$ cat src/rtl/alu_pkg.sv
// Shared op codes, FSM state type and helpers for the sequential ALU.
package alu_pkg;

  localparam logic [2:0] OP_SUMA    = 3'b000;
  localparam logic [2:0] OP_SHIFT_D = 3'b001;
  localparam logic [2:0] OP_RESTA   = 3'b010;
  localparam logic [2:0] OP_SHIFT_I = 3'b011;
  localparam logic [2:0] OP_MUL     = 3'b100;
  localparam logic [2:0] OP_AND     = 3'b101;
  localparam logic [2:0] OP_OR      = 3'b110;
  localparam logic [2:0] OP_XOR     = 3'b111;

  typedef enum logic [1:0] {
    ST_IDLE = 2'b00,
    ST_BUSY = 2'b01,
    ST_DONE = 2'b10
  } state_t;

  function automatic logic is_shift(input logic [2:0] op);
    return (op == OP_SHIFT_D) || (op == OP_SHIFT_I);
  endfunction

endpackage

$ cat src/rtl/alu_seq_if.sv
// Start handshake, operands and registered result/flags of alu_seq.
interface alu_seq_if #(
  parameter int N = 16
) ();
  logic         i_valid;
  logic [2:0]   i_control;
  logic [N-1:0] i_a;
  logic [N-1:0] i_b;
  logic         o_ready;
  logic         o_done;
  logic [N-1:0] q;
  logic         o_mayor;
  logic         o_zero;
  logic         o_carry;

  modport master (
    output i_valid, i_control, i_a, i_b,
    input  o_ready, o_done, q, o_mayor, o_zero, o_carry
  );

  modport slave (
    input  i_valid, i_control, i_a, i_b,
    output o_ready, o_done, q, o_mayor, o_zero, o_carry
  );
endinterface

$ cat src/rtl/alu_seq_comb.sv
// Single-cycle ALU ops with carry/borrow; shift/mul codes pass A through
// so a zero-length shift resolves here without entering BUSY.
module alu_seq_comb
  import alu_pkg::*;
#(
  parameter int N = 16
) (
  input  logic [2:0]   i_op,
  input  logic [N-1:0] i_a,
  input  logic [N-1:0] i_b,
  output logic [N-1:0] o_y,
  output logic         o_carry,
  output logic         o_mayor
);
  logic [N:0] w_sum;
  logic [N:0] w_diff;

  assign w_sum   = {1'b0, i_a} + {1'b0, i_b};
  assign w_diff  = {1'b0, i_a} - {1'b0, i_b};
  assign o_mayor = (i_a > i_b);

  always_comb begin
    o_y     = i_a;
    o_carry = 1'b0;
    case (i_op)
      OP_SUMA:  begin o_y = w_sum[N-1:0];  o_carry = w_sum[N];  end
      OP_RESTA: begin o_y = w_diff[N-1:0]; o_carry = w_diff[N]; end
      OP_AND:   o_y = i_a & i_b;
      OP_OR:    o_y = i_a | i_b;
      OP_XOR:   o_y = i_a ^ i_b;
      default:  o_y = i_a;
    endcase
  end
endmodule

$ cat src/rtl/alu_seq.sv
// Sequential ALU: valid/ready start, single-cycle ops via alu_seq_comb,
// iterative 1-bit/cycle shifts and N-cycle shift-add multiply.
module alu_seq
  import alu_pkg::*;
#(
  parameter int N = 16
) (
  input  logic     i_clk,
  input  logic     i_rst_n,
  alu_seq_if.slave bus
);
  localparam int SW = $clog2(N);
  localparam int CW = $clog2(N + 1);

  state_t         r_state, w_state_nxt;
  logic [2:0]     r_op;
  logic [N-1:0]   r_a, r_b, r_acc, r_q;
  logic [CW-1:0]  r_cnt;
  logic           r_mayor_p, r_mayor, r_zero, r_carry;

  logic           w_accept, w_iter_start, w_last, w_is_mul;
  logic [SW-1:0]  w_k;
  logic [N-1:0]   w_y, w_sh_nxt, w_acc_nxt, w_fin;
  logic           w_c, w_mayor, w_sh_out;

  alu_seq_comb #(.N(N)) u_comb (
    .i_op    (bus.i_control),
    .i_a     (bus.i_a),
    .i_b     (bus.i_b),
    .o_y     (w_y),
    .o_carry (w_c),
    .o_mayor (w_mayor)
  );

  assign w_k          = bus.i_b[SW-1:0];
  assign w_accept     = bus.i_valid && (r_state == ST_IDLE);
  assign w_iter_start = (bus.i_control == OP_MUL) ||
                        (is_shift(bus.i_control) && (w_k != '0));
  assign w_last       = (r_cnt == CW'(1));
  assign w_is_mul     = (r_op == OP_MUL);

  assign w_sh_nxt  = (r_op == OP_SHIFT_I) ? {r_a[N-2:0], 1'b0} : {1'b0, r_a[N-1:1]};
  assign w_sh_out  = (r_op == OP_SHIFT_I) ? r_a[N-1] : r_a[0];
  assign w_acc_nxt = r_acc + (r_b[0] ? r_a : '0);
  assign w_fin     = w_is_mul ? w_acc_nxt : w_sh_nxt;

  always_ff @(posedge i_clk or negedge i_rst_n) begin
    if (!i_rst_n) r_state <= ST_IDLE;
    else          r_state <= w_state_nxt;
  end

  always_comb begin
    w_state_nxt = r_state;
    case (r_state)
      ST_IDLE: if (w_accept) w_state_nxt = w_iter_start ? ST_BUSY : ST_DONE;
      ST_BUSY: if (w_last)   w_state_nxt = ST_DONE;
      ST_DONE: w_state_nxt = ST_IDLE;
      default: w_state_nxt = ST_IDLE;
    endcase
  end

  // Result/flags only move on the edge entering DONE; BUSY keeps them held.
  always_ff @(posedge i_clk or negedge i_rst_n) begin
    if (!i_rst_n) begin
      r_op      <= '0;
      r_a       <= '0;
      r_b       <= '0;
      r_acc     <= '0;
      r_cnt     <= '0;
      r_q       <= '0;
      r_mayor_p <= 1'b0;
      r_mayor   <= 1'b0;
      r_zero    <= 1'b0;
      r_carry   <= 1'b0;
    end else begin
      case (r_state)
        ST_IDLE: begin
          if (w_accept) begin
            r_op      <= bus.i_control;
            r_mayor_p <= w_mayor;
            if (w_iter_start) begin
              r_a   <= bus.i_a;
              r_b   <= bus.i_b;
              r_acc <= '0;
              r_cnt <= (bus.i_control == OP_MUL) ? CW'(N) : CW'(w_k);
            end else begin
              r_q     <= w_y;
              r_carry <= w_c;
              r_mayor <= w_mayor;
              r_zero  <= (w_y == '0);
            end
          end
        end
        ST_BUSY: begin
          r_cnt <= r_cnt - CW'(1);
          if (w_is_mul) begin
            r_acc <= w_acc_nxt;
            r_a   <= {r_a[N-2:0], 1'b0};
            r_b   <= {1'b0, r_b[N-1:1]};
          end else begin
            r_a   <= w_sh_nxt;
          end
          if (w_last) begin
            r_q     <= w_fin;
            r_carry <= w_is_mul ? 1'b0 : w_sh_out;
            r_mayor <= r_mayor_p;
            r_zero  <= (w_fin == '0);
          end
        end
        default: ;
      endcase
    end
  end

  assign bus.o_ready = (r_state == ST_IDLE);
  assign bus.o_done  = (r_state == ST_DONE);
  assign bus.q       = r_q;
  assign bus.o_mayor = r_mayor;
  assign bus.o_zero  = r_zero;
  assign bus.o_carry = r_carry;
endmodule

$ cat src/flat_wrapper.sv
// flat-port wrapper written by rule: the top's interface ports become plain ports
module alu_seq_flat import alu_pkg::*;
#(
  parameter int N = 16
)
  (i_clk, i_rst_n, bus_i_valid, bus_i_control, bus_i_a, bus_i_b, bus_o_ready, bus_o_done, bus_q, bus_o_mayor, bus_o_zero, bus_o_carry);
  alu_seq_if #(.N(N)) bus_i ();
  input  logic i_clk;
  input  logic i_rst_n;
  input wire logic [$bits(bus_i.i_valid)-1:0] bus_i_valid;
  input wire logic [$bits(bus_i.i_control)-1:0] bus_i_control;
  input wire logic [$bits(bus_i.i_a)-1:0] bus_i_a;
  input wire logic [$bits(bus_i.i_b)-1:0] bus_i_b;
  output wire logic [$bits(bus_i.o_ready)-1:0] bus_o_ready;
  output wire logic [$bits(bus_i.o_done)-1:0] bus_o_done;
  output wire logic [$bits(bus_i.q)-1:0] bus_q;
  output wire logic [$bits(bus_i.o_mayor)-1:0] bus_o_mayor;
  output wire logic [$bits(bus_i.o_zero)-1:0] bus_o_zero;
  output wire logic [$bits(bus_i.o_carry)-1:0] bus_o_carry;
  assign bus_i.i_valid = bus_i_valid;
  assign bus_i.i_control = bus_i_control;
  assign bus_i.i_a = bus_i_a;
  assign bus_i.i_b = bus_i_b;
  assign bus_o_ready = bus_i.o_ready;
  assign bus_o_done = bus_i.o_done;
  assign bus_q = bus_i.q;
  assign bus_o_mayor = bus_i.o_mayor;
  assign bus_o_zero = bus_i.o_zero;
  assign bus_o_carry = bus_i.o_carry;
  alu_seq #(.N(N)) u_core (.i_clk(i_clk), .i_rst_n(i_rst_n), .bus(bus_i));
endmodule
$ cat config.mk
export PLATFORM = sky130hd
export DESIGN_NAME = alu_seq_flat
export DESIGN_NICKNAME = d
export VERILOG_FILES = /design/src/rtl/alu_pkg.sv /design/src/rtl/alu_seq_if.sv /design/src/rtl/alu_seq_comb.sv /design/src/rtl/alu_seq.sv /design/src/flat_wrapper.sv
export SDC_FILE = /design/constraint.sdc
export NUM_CORES = 1
export LEC_CHECK = 0
export ABC_AREA = 1
export BUFFER_PORTS_ARGS = -buffer_cell sky130_fd_sc_hd__buf_2
export CAP_MARGIN = 20
export CORE_ASPECT_RATIO = 0.9
export CORE_MARGIN = 5
export CORE_UTILIZATION = 38
export CTS_BUF_LIST = sky130_fd_sc_hd__clkbuf_8
export DETAILED_ROUTE_END_ITERATION = 10
export SKIP_CTS_REPAIR_TIMING = 1
export SYNTH_ARGS = -nofsm -noshare
export SYNTH_HDL_FRONTEND = slang
export SYNTH_SLANG_ARGS = --single-unit
$ cat constraint.sdc
create_clock -name i_clk -period 2.6 [get_ports i_clk]
set_input_delay 0.65 -clock i_clk [delete_from_list [all_inputs] [get_ports i_clk]]
set_output_delay 0.65 -clock i_clk [all_outputs]
set_load 0.02 [all_outputs]
# ---- Yosys cells after proc, flatten, opt, wreduce, memory -nomap -nowiden
# Index checks and enable logic that the tools add are counted.
dict set report word_totals {
  regBits 78
  output_inout_bits 21
  word_cells 94
}
dict set report op_classes {
  addsub 4
  n_lt_le_gt_ge 1
  eq_ne 17
  muxes 43
  bitwise 3
  n_reduce_logical 15
}
# operator n
set op_table {}
lappend op_table {{16-bit two-way mux} 15}
lappend op_table {{16-bit one-hot mux with 2 select lines} 4}
lappend op_table {{16-bit one-hot mux with 5 select lines} 1}
lappend op_table {{16-bit logical NOT} 2}
lappend op_table {{16-bit by 16-bit adder with 17-bit output} 1}
lappend op_table {{16-bit by 16-bit subtractor with 17-bit output} 1}
lappend op_table {{16-bit adder} 1}
lappend op_table {{16-bit AND} 1}
lappend op_table {{16-bit greater-than comparator} 1}
lappend op_table {{16-bit OR} 1}
lappend op_table {{16-bit XOR} 1}
lappend op_table {{3-bit equality test (second input constant)} 5}
lappend op_table {{5-bit two-way mux} 3}
lappend op_table {{1-bit two-way mux} 11}
lappend op_table {{5-bit one-hot mux with 2 select lines} 1}
lappend op_table {{3-bit by 2-bit equality test with 1-bit output (second input constant)} 3}
lappend op_table {{2-bit by 1-bit != test with 1-bit output (second input constant)} 4}
lappend op_table {{1-bit one-hot mux with 2 select lines} 4}
lappend op_table {{4-bit AND reduction} 2}
lappend op_table {{2-bit two-way mux} 3}
lappend op_table {{5-bit by 1-bit equality test with 1-bit output (second input constant)} 1}
lappend op_table {{5-bit by 1-bit subtractor with 5-bit output (second input constant)} 1}
lappend op_table {{2-bit one-hot mux with 2 select lines} 1}
lappend op_table {{2-bit AND reduction} 2}
lappend op_table {{other kinds (11)} 13}

# ---- Longest topological paths before layout
# Gate-level depths: netlist of run 1.
dict set report depth {
  depth_word 7
  mapped_depth 22
}

# ---- By module
# Synthesis of run 1 repeated with hierarchy kept, for this count alone.
dict set report unflattened {
  hier_cells 1315
  area_unflattened_um2 8244.2
}
# mod n_inst cells_each area_each_um2 seq_area_each_um2
set modules_own_cells {}
lappend modules_own_cells {alu_seq 1 757 5285.1 1951.9}
lappend modules_own_cells {alu_seq_comb 1 558 2959.1 0.0}

# ---- Worst setup path before layout of run 1
# OpenSTA, ideal clock, no wires.
dict set report synth_timing {
  path_kind {flip-flop to flip-flop}
  from {reg u_core.r_b[0]}
  to {reg u_core.r_zero, in the netlist u_core.bus.o_zero}
  setup_ns 0.066
  arrival_ns 2.343
  t_required_ns 2.534
  path_slack_ns 0.191
  path_stages_with_launch 21
  path_buffers 2
  period_less_slack_ns 2.409
  path_cell_list {dfrtp_1 > clkbuf_1 > clkbuf_1 > nand2_1 > inv_1 > ha_1 > nand2_1 > inv_1 > a21oi_1 > nor2_1 > nor2_1 > nand3_1 > nand3_1 > nand2_1 > nor2_1 > nand2_1 > nor2_1 > nand3_1 > nand2_1 > nand2_1 > nand2_1}
}
dict set report synth_between {
  elab_chain_cells 6
}
# element line_no
set synth_rtl {}
lappend synth_rtl {{from (decl)} alu_seq.sv:17} ;# logic [N-1:0] r_a, r_b, r_acc, r_q;
lappend synth_rtl {{from (signal assigned)} alu_seq.sv:83} ;# r_b <= bus.i_b;
lappend synth_rtl {{from (signal assigned)} alu_seq.sv:99} ;# r_b <= {1'b0, r_b[N-1:1]};
lappend synth_rtl {{16-bit two-way mux} alu_seq.sv:44} ;# assign w_acc_nxt = r_acc + (r_b[0] ? r_a : '0);
lappend synth_rtl {{16-bit adder} alu_seq.sv:44}
lappend synth_rtl {{16-bit two-way mux} alu_seq.sv:45} ;# assign w_fin = w_is_mul ? w_acc_nxt : w_sh_nxt;
lappend synth_rtl {{16-bit logical NOT} alu_seq.sv:107} ;# r_zero <= (w_fin == '0);
lappend synth_rtl {{1-bit two-way mux} alu_seq.sv:103} ;# if (w_last) begin
lappend synth_rtl {{1-bit one-hot mux with 2 select lines} alu_seq.sv:76} ;# case (r_state)
lappend synth_rtl {{to (signal assigned)} alu_seq.sv:90} ;# r_zero <= (w_y == '0);
lappend synth_rtl {{to (signal assigned)} alu_seq.sv:107}
lappend synth_rtl {{to (decl)} alu_seq.sv:19} ;# logic r_mayor_p, r_mayor, r_zero, r_carry;
# Every way passes these cells. The select of a mux whose other input is x is not followed.
# A chain may end at the register's enable or synchronous reset.

# ---- Worst setup path after layout of run 1
# Ends and elaborated chain as after synthesis.

==> out/metrics.yaml, run 1 <==
run_status:
  outcome: "finished, final reports clean"
setup_path:
  path_max_fanout: 7
  critPathLaunch: "u_core.r_b[0]$_DFFE_PN0P_"
  crit_required_ps: 2940
  crit_arrival_ps: 2850
  r2r_start: "u_core.r_b[0]$_DFFE_PN0P_"
  endpoint_kind: "register"
  startpoint_type: "register"
  crit_type: "register to register"
logic_synthesis:
  synth-edff-count: 0
  synth-seq-area-share_pct: 24.5
  yosys-top-cells-area: "dfrtp_1, nand2_1, ha_1"
  synth.avg_cell_area_sq_um: 6.20
  ys_ff_latch: 78
  netlist_area_sq_mm: 0.00797
  synth-async-reset-ratio_pct: 100
  postSynthCellCount: 1286
  ys.warnings.count: 0
  yosys.area.top_type: "dfrtp_1"
  synth_top_area_share_pct: 24.5
  ys_types: 44
  synth-main-ff-cell: "dfrtp_1"
  yosysMostFrequentCell: "nand2_1"
  ys_top_cells_by_count: "nand2_1, inv_1, nor2_1, nand3_1, dfrtp_1"
  synth_nets: 1395
routing:
  drcViolationCount: 0
  routed_wl_um: 27600
  drtIter0Drc: 864
  vias_per_cell: 5.09
  wl_per_cell_um: 15.8
  first_pass_iters: 5
  ant_nets: 0
  route.vias.total: 8919
layout:
  seqCellArea_sq_mm: 0.00195
  design_area_sq_mm: 0.0103
  drive_above_1_share_pct: 25.1
  fillers: 2146
  antenna_cells: 0
  final_nets: 1569
  multi_input_area_sq_mm: 0.00551
  synthToLayoutAreaGrowth_pct: 29.0
grt:
  grt_pass1_vias: 8364
  grt_max_degree: 57
  grt_pass1_wl_um: 43600
  grt_antenna_before_repair: 0
  grt_usage_pct: 22.6
  grt_overflow: 0
die:
  dieArea_sq_mm: 0.0240
  core_sq_mm: 0.0207
  die_w_um: 163
  die_y_um: 147
  start_util_pct: 38.5
  io_pins: 59
  rows: 50
place:
  place_area_sq_mm: 0.00953
  place_worst_setup_slack_ps: -304
  io_buffers: 58
  gp_congestion: 0.952
  dp_hpwl_um: 21300
timing:
  skew_ps: 11.7
  whs_ps: 223
  slew_viol_final: 0
  period_minus_slack_ps: 2520
  worst_slew_pin_slew_ps: 1130
  hold_viol: 0
  tns_ps: 0
  fmax_mhz: 397
  fin_crit_sh_pct: 96.9
  slew_headroom_pct: 24.5
  setup_ws_ps: 80.5
  rsz0062_at_grt: "yes"
  setup_viol: 0
clock_tree:
  clk_pin_slew_worst_paths_ps: 100
  cts_tree: "built"
  clock-root-buffer: "clkbuf_8"
  cts_buffers: 9
  insertion_delay_ps: 400
  htree_levels: 3
  clock-sinks: 78
  max-clock-path-buffers: 2
pwr:
  power.share.switching_pct: 50.7
  internal_power_w: 0.00434
  ir_worst_vdd_mv: 0.515
  seqPwrFrac_pct: 25.8
  leakage_nw: 5.56
  net-switching-power_w: 0.00446
  finalPower_w: 0.00880
  clkPwrFrac_pct: 13.2
  pwr-share-comb_pct: 61.0
  p_per_area_mw_per_mm2: 856
job:
  maxCapViolCount: 0
worst_hold_path:
  hold_path_class: "primary input to async pin"
[power groups by stage]
| stage | logic (W) | registers (W) | clock network [W] |
|---|---|---|---|
| 2_1_floorplan | 0.00316 | 0.00225 | 0 |
| 3_3_place_gp | 0.00473 | 0.00222 | 0 |
| 3_5_place_dp | 0.00479 | 0.00222 | 0 |
| 4_1_cts | 0.00481 | 0.00220 | 0.00117 |
| 5_1_grt | 0.00601 | 0.00234 | 0.00122 |
| 6_report | 0.00537 | 0.00227 | 0.00116 |
[per-stage QoR]
| stage | utilization (%) | cells |
|---|---|---|
| 5_1_grt | 49.6 | 1751 |
| 6_report | 49.6 | 1751 |
| 2_1_floorplan | - | 1286 |
| 3_5_place_dp | 46.0 | 1730 |
| 3_3_place_gp | 46.0 | 1730 |
| 4_1_cts | 47.1 | 1746 |
[sequential cells by signal, summed over array words and instances (netlist names)]
register	count
u_core.r_mayor_p	1
u_core.r_a	16
u_core.bus.q	16
u_core.r_op	3
u_core.bus.o_carry	1
u_core.r_cnt	5
u_core.r_acc	16
u_core.r_b	16
u_core.bus.o_zero	1
u_core.r_state	2
u_core.bus.o_mayor	1
[layer usage]
metal	routed length [um]	track usage, %	part of all wire (%)	vias to the layer above
met5	0	0	0	-
met4	725	6.33	2.6	0
met3	1520	2.96	5.5	46
met2	11700	34.0	42	272
met1	13600	34.0	49	4107
li1	-	-	-	4494
[cell type report]
| class | count | area share, % |
|---|---|---|
| inverter | 187 | 6.83 |
| multi-input combinational | 970 | 53.6 |
| clock inverter | 7 | 1.02 |
| tap | 286 | 3.48 |
| sequential | 78 | 19.0 |
| timing repair buffer | 214 | 14.9 |
| clock buffer | 9 | 1.21 |
[final timing paths]
path	endpoint	slack (ps)	cells past startpoint
setup reg to reg	u_core.bus.o_zero$_DFFE_PN0P_	80	17
hold reg to reg	u_core.bus.q[11]$_DFFE_PN0P_	500	2
setup / recovery	u_core.bus.o_zero$_DFFE_PN0P_	80	17
hold / removal	u_core.r_state[1]$_DFFE_PN0P_	220	1
min in group i_clk	u_core.bus.q[11]$_DFFE_PN0P_	500	2
max in group asynchronous	u_core.r_acc[10]$_DFFE_PN0P_	1760	2
[cells by family (layout without fill, tap and decap cells)]
kind of cell             count (synthesis)  count (layout)  synth area share [%]
AO/OA/AOI/OAI                          209             209                  15.4
XOR/XNOR                                 7               7                 0.769
flip-flops                              78              78                  24.5
adder cells (fa/ha/maj)                 71              71                  11.4
AND/OR/NAND/NOR                        683             683                  35.7
buffers and inverters                  238             417                  12.2
[cells in the final DEF, fill, tap and decap left out, drive strengths merged, types with 2 or more instances in the layout]
cell    count
nand2     386
buf       213
inv       190
nor2      140
nand3     110
o21ai      94
dfrtp      78
ha         68
a21oi      48
o211ai     21
nand4      19
nor3       17
a211oi     14
clkbuf     10
o22ai       8
nand3b      6
a221oi      5
xor2        5
o21bai      4
a31oi       3
o221ai      3
and2        3
o21a        3
fa          3
bufinv      2
xnor2       2
[worst max-delay path: stages (launching register included)]
cell and delay [ps]:
dfrtp_2 500, nand2_2 90, inv_1 40, ha_2 190, fa_2 370, nand3_2 80
nand3_2 90, nand4_1 170, nand4_1 170, nand3_1 130, nand2_2 80, nor2_2 80
nand2_1 70, nor2_1 120, nand3_1 80, nand2_1 90, nand2_1 50, nand2_1 60
(Power assumes the default switching activity.)
==> inputs of run 2 (changes only) <==
--- a/config.mk
+++ b/config.mk
@@ -5,14 +5,16 @@
 export SDC_FILE = /design/constraint.sdc
 export NUM_CORES = 1
 export LEC_CHECK = 0
-export ABC_AREA = 1
 export BUFFER_PORTS_ARGS = -buffer_cell sky130_fd_sc_hd__buf_2
 export CAP_MARGIN = 20
+export CELL_PAD_IN_SITES_DETAIL_PLACEMENT = 0
+export CELL_PAD_IN_SITES_GLOBAL_PLACEMENT = 1
 export CORE_ASPECT_RATIO = 0.9
 export CORE_MARGIN = 5
 export CORE_UTILIZATION = 38
 export CTS_BUF_LIST = sky130_fd_sc_hd__clkbuf_8
 export DETAILED_ROUTE_END_ITERATION = 10
+export PLACE_DENSITY_LB_ADDON = 0.1
 export SKIP_CTS_REPAIR_TIMING = 1
 export SYNTH_ARGS = -nofsm -noshare
 export SYNTH_HDL_FRONTEND = slang
==> run 2 against run 1 <==
The flow now finishes with violations (setup timing). Wire length up 13%. Flip-flop and latch count unchanged. Non-clock buffer count up 148. First-iteration DRC count down 28%. Power up 18%. Synthesized area down 1.9%. Sequential share of layout area down 2.3 points. Sequential power down 6%. Global-route usage up 3.0 points. Die area down 1.8%.
==> out/metrics.yaml, run 2 <==
setup_path:
  r2r_slack_ps: -690  # -770 ps
  crit_type: "register to register"
  path_max_fanout: 4  # -3
  r2r_cells: 13  # -4
  endpoint_kind: "register"
  crit_required_ps: 2890  # -50 ps
  r2r-end: "u_core.bus.o_zero$_DFFE_PN0P_"
  startpoint_type: "register"
  crit_arrival_ps: 3570  # +720 ps
  r2r_start: "u_core.r_b[0]$_DFFE_PN0P_"
run_status:
  outcome: "finished, violations left"
  violations: "setup timing"
logic_synthesis:
  postSynthCellCount: 1025  # -20%
  synth-main-ff-cell: "dfrtp_1"
  synth_fa_ha_area_share_pct: 11.7  # +0.22 points
  ys.warnings.count: 0  # unchanged
  synth-seq-area-share_pct: 25.0  # +0.48 points
  yosys.area.top_type: "dfrtp_1"
  synth.avg_cell_area_sq_um: 7.63  # +23%
  synth-compound-area-share_pct: 27.2  # +12 points
  synth_top_area_share_pct: 25.0  # +0.48 points
  yosysMostFrequentCell: "nand2_1"
  synth-simple-area-share_pct: 22.6  # -13 points
  ys_ff_latch: 78  # unchanged
  synth-edff-count: 0  # unchanged
  ys_top_cells_by_count: "nand2_1, a21oi_1, nor2_1, dfrtp_1"
  yosys-top-cells-area: "dfrtp_1, ha_1, a21oi_1"
  synth-async-reset-ratio_pct: 100  # unchanged
  ys_types: 76  # +73%
  synth_top_family_by_area: "compound AO/OA/AOI/OAI gates"
  netlist_area_sq_mm: 0.00782  # -1.9%
  synth_nets: 1134  # -19%
  synth_xor_area_share_pct: 1.79  # +1.0 points
  synth.area.mux_share_pct: 4.90  # +4.9 points
worst_hold_path:
  hold_path_class: "primary input to async pin"
timing:
  rsz0062_at_grt: "yes"
  hold_viol: 0  # unchanged
  slew_viol_final: 0  # unchanged
  slew_headroom_pct: 49.5  # +25 points
  skew_ps: 17.4  # +5.76 ps
  period_minus_slack_ps: 3290  # +767 ps
  setup_viol: 19  # +19
  setup_ws_ps: -687  # -767 ps
  worst_slew_pin_slew_ps: 758  # -370 ps
  fmax_mhz: 304  # -23%
  fin_crit_sh_pct: 126  # +30 points
layout:
  final_cell_mix: "buf_4, nand2_1, a21oi_1, nor2_1, dfrtp_1"
  antenna_cells: 0  # unchanged
  fillers: 1917  # -11%
  final_core_util_pct: 58.1  # +8.5 points
  synthToLayoutAreaGrowth_pct: 49.6
  drive_above_1_share_pct: 40.6  # +16 points
  layout_commonest_cell: "buf_4"
  stdcell_count: 1589  # -9.3%
  final_nets: 1439  # -8.3%
routing:
  routed_wl_um: 31200  # +13%
  wl_per_cell_um: 19.6  # +24%
  drtIter0Drc: 620  # -28%
  vias_per_cell: 5.60  # +9.8%
  ant_nets: 0  # unchanged
  first_pass_iters: 5  # unchanged
  drcViolationCount: 0  # unchanged
  route.vias.total: 8891  # -0.31%
die:
  start_util_pct: 38.9  # +0.39 points
  io_pins: 59  # unchanged
  rows: 49  # -2.0%
  core_sq_mm: 0.0201  # -2.9%
  die_w_um: 161  # -0.90%
  dieArea_sq_mm: 0.0235  # -1.8%
  die_y_um: 146  # -0.90%
grt:
  grt_antenna_before_repair: 0  # unchanged
  grt_max_degree: 62  # +8.8%
  grt_usage_pct: 25.7  # +3.0 points
  grt_pass1_vias: 8363  # -0.012%
  grt_pass1_wl_um: 47800  # +9.7%
  grt_overflow: 0  # unchanged
clock_tree:
  htree_levels: 3  # unchanged
  max-clock-path-buffers: 2  # unchanged
  clock-root-buffer: "clkbuf_8"
  clk_pin_slew_worst_paths_ps: 100  # about the same
  cts_tree: "built"
  insertion_delay_ps: 380  # -20 ps
  cts_buffers: 9  # unchanged
  clock-sinks: 78  # unchanged
place:
  io_buffers: 58  # unchanged
  dpl.cell_count: 1544  # -11%
  dp_hpwl_um: 23800  # +12%
  gp_congestion: 0.946  # -0.68%
pwr:
  p_per_area_mw_per_mm2: 886  # +3.5%
  ir_worst_vdd_mv: 0.541  # +5.1%
  leakage_nw: 5.38  # -3.3%
job:
  maxCapViolCount: 0  # unchanged
run 2: how the worst max path moves through the flow:
stage	cells past startpoint	slack, ps	startpoint	endpoint
floorplan	12	-230	u_core.r_b[0]$_DFFE_PN0P_	u_core.bus.o_zero$_DFFE_PN0P_
global placement	14	-880	bus_i_b[0]	u_core.bus.o_zero$_DFFE_PN0P_
detailed placement	13	-830	bus_i_b[1]	u_core.bus.o_zero$_DFFE_PN0P_
CTS	13	-800	u_core.r_b[0]$_DFFE_PN0P_	u_core.bus.o_zero$_DFFE_PN0P_
global route	13	-870	u_core.r_b[0]$_DFFE_PN0P_	u_core.bus.o_zero$_DFFE_PN0P_
finish	13	-690	u_core.r_b[0]$_DFFE_PN0P_	u_core.bus.o_zero$_DFFE_PN0P_
run 2: cells by family after synthesis:
logic type / Yosys count
AO/OA/AOI/OAI: 326
XOR/XNOR: 16
adder cells (fa/ha/maj): 71
buffers and inverters: 136
flip-flops: 78
multiplexers: 31
AND/OR/NAND/NOR: 367
run 2: area by class of cell:
cell class                 instances  area, sq um  share of cell area, %
clock buffer                       9          124                   1.06
multi-input combinational        811         6220                   53.2
clock inverter                     6         87.6                  0.749
tap                              255          319                   2.73
sequential                        78         1950                   16.7
inverter                          68          274                   2.34
timing repair buffer             362         2710                   23.2
run 2: metal layers:
layer | part of all wire [%] | track usage, % | up-vias
met2 | 43 | 38.4 | 202
met5 | 0 | 0 | -
li1 | - | - | 4297
met3 | 4.0 | 3.41 | 24
met1 | 51 | 39.7 | 4368
met4 | 1.3 | 4.69 | 0
run 2: report_power, final:
group	switching, W	internal, W	total [W]
logic	0.00378	0.00336	0.00714
registers	0.000374	0.00176	0.00214
clock network	0.000540	0.000537	0.00108
run 2: stage by stage:
step                area (sq um)  TNS [ps]  setup WS (ps)  total power, W  hold slack [ps]
finish                     11700     -4240           -687          0.0104              261
global route               11700     -6190           -868          0.0111              291
CTS                        10700     -6450           -801         0.00931              278
detailed placement         10500    -22330           -829         0.00820              463
global placement           10500    -20380           -875         0.00815              459
floorplan                   8050      -772           -230         0.00551              354
run 2: critical path: stages (launching register included):
cell and delay, ps:
dfrtp_1 410, and2_4 150, ha_4 160, fa_2 360, a211o_1 340, a211o_1 330, a211o_1 290, o211ai_1 130
o211ai_1 180, nor4_2 270, buf_4 170, and4b_1 190, nand4_1 100, o211ai_1 100
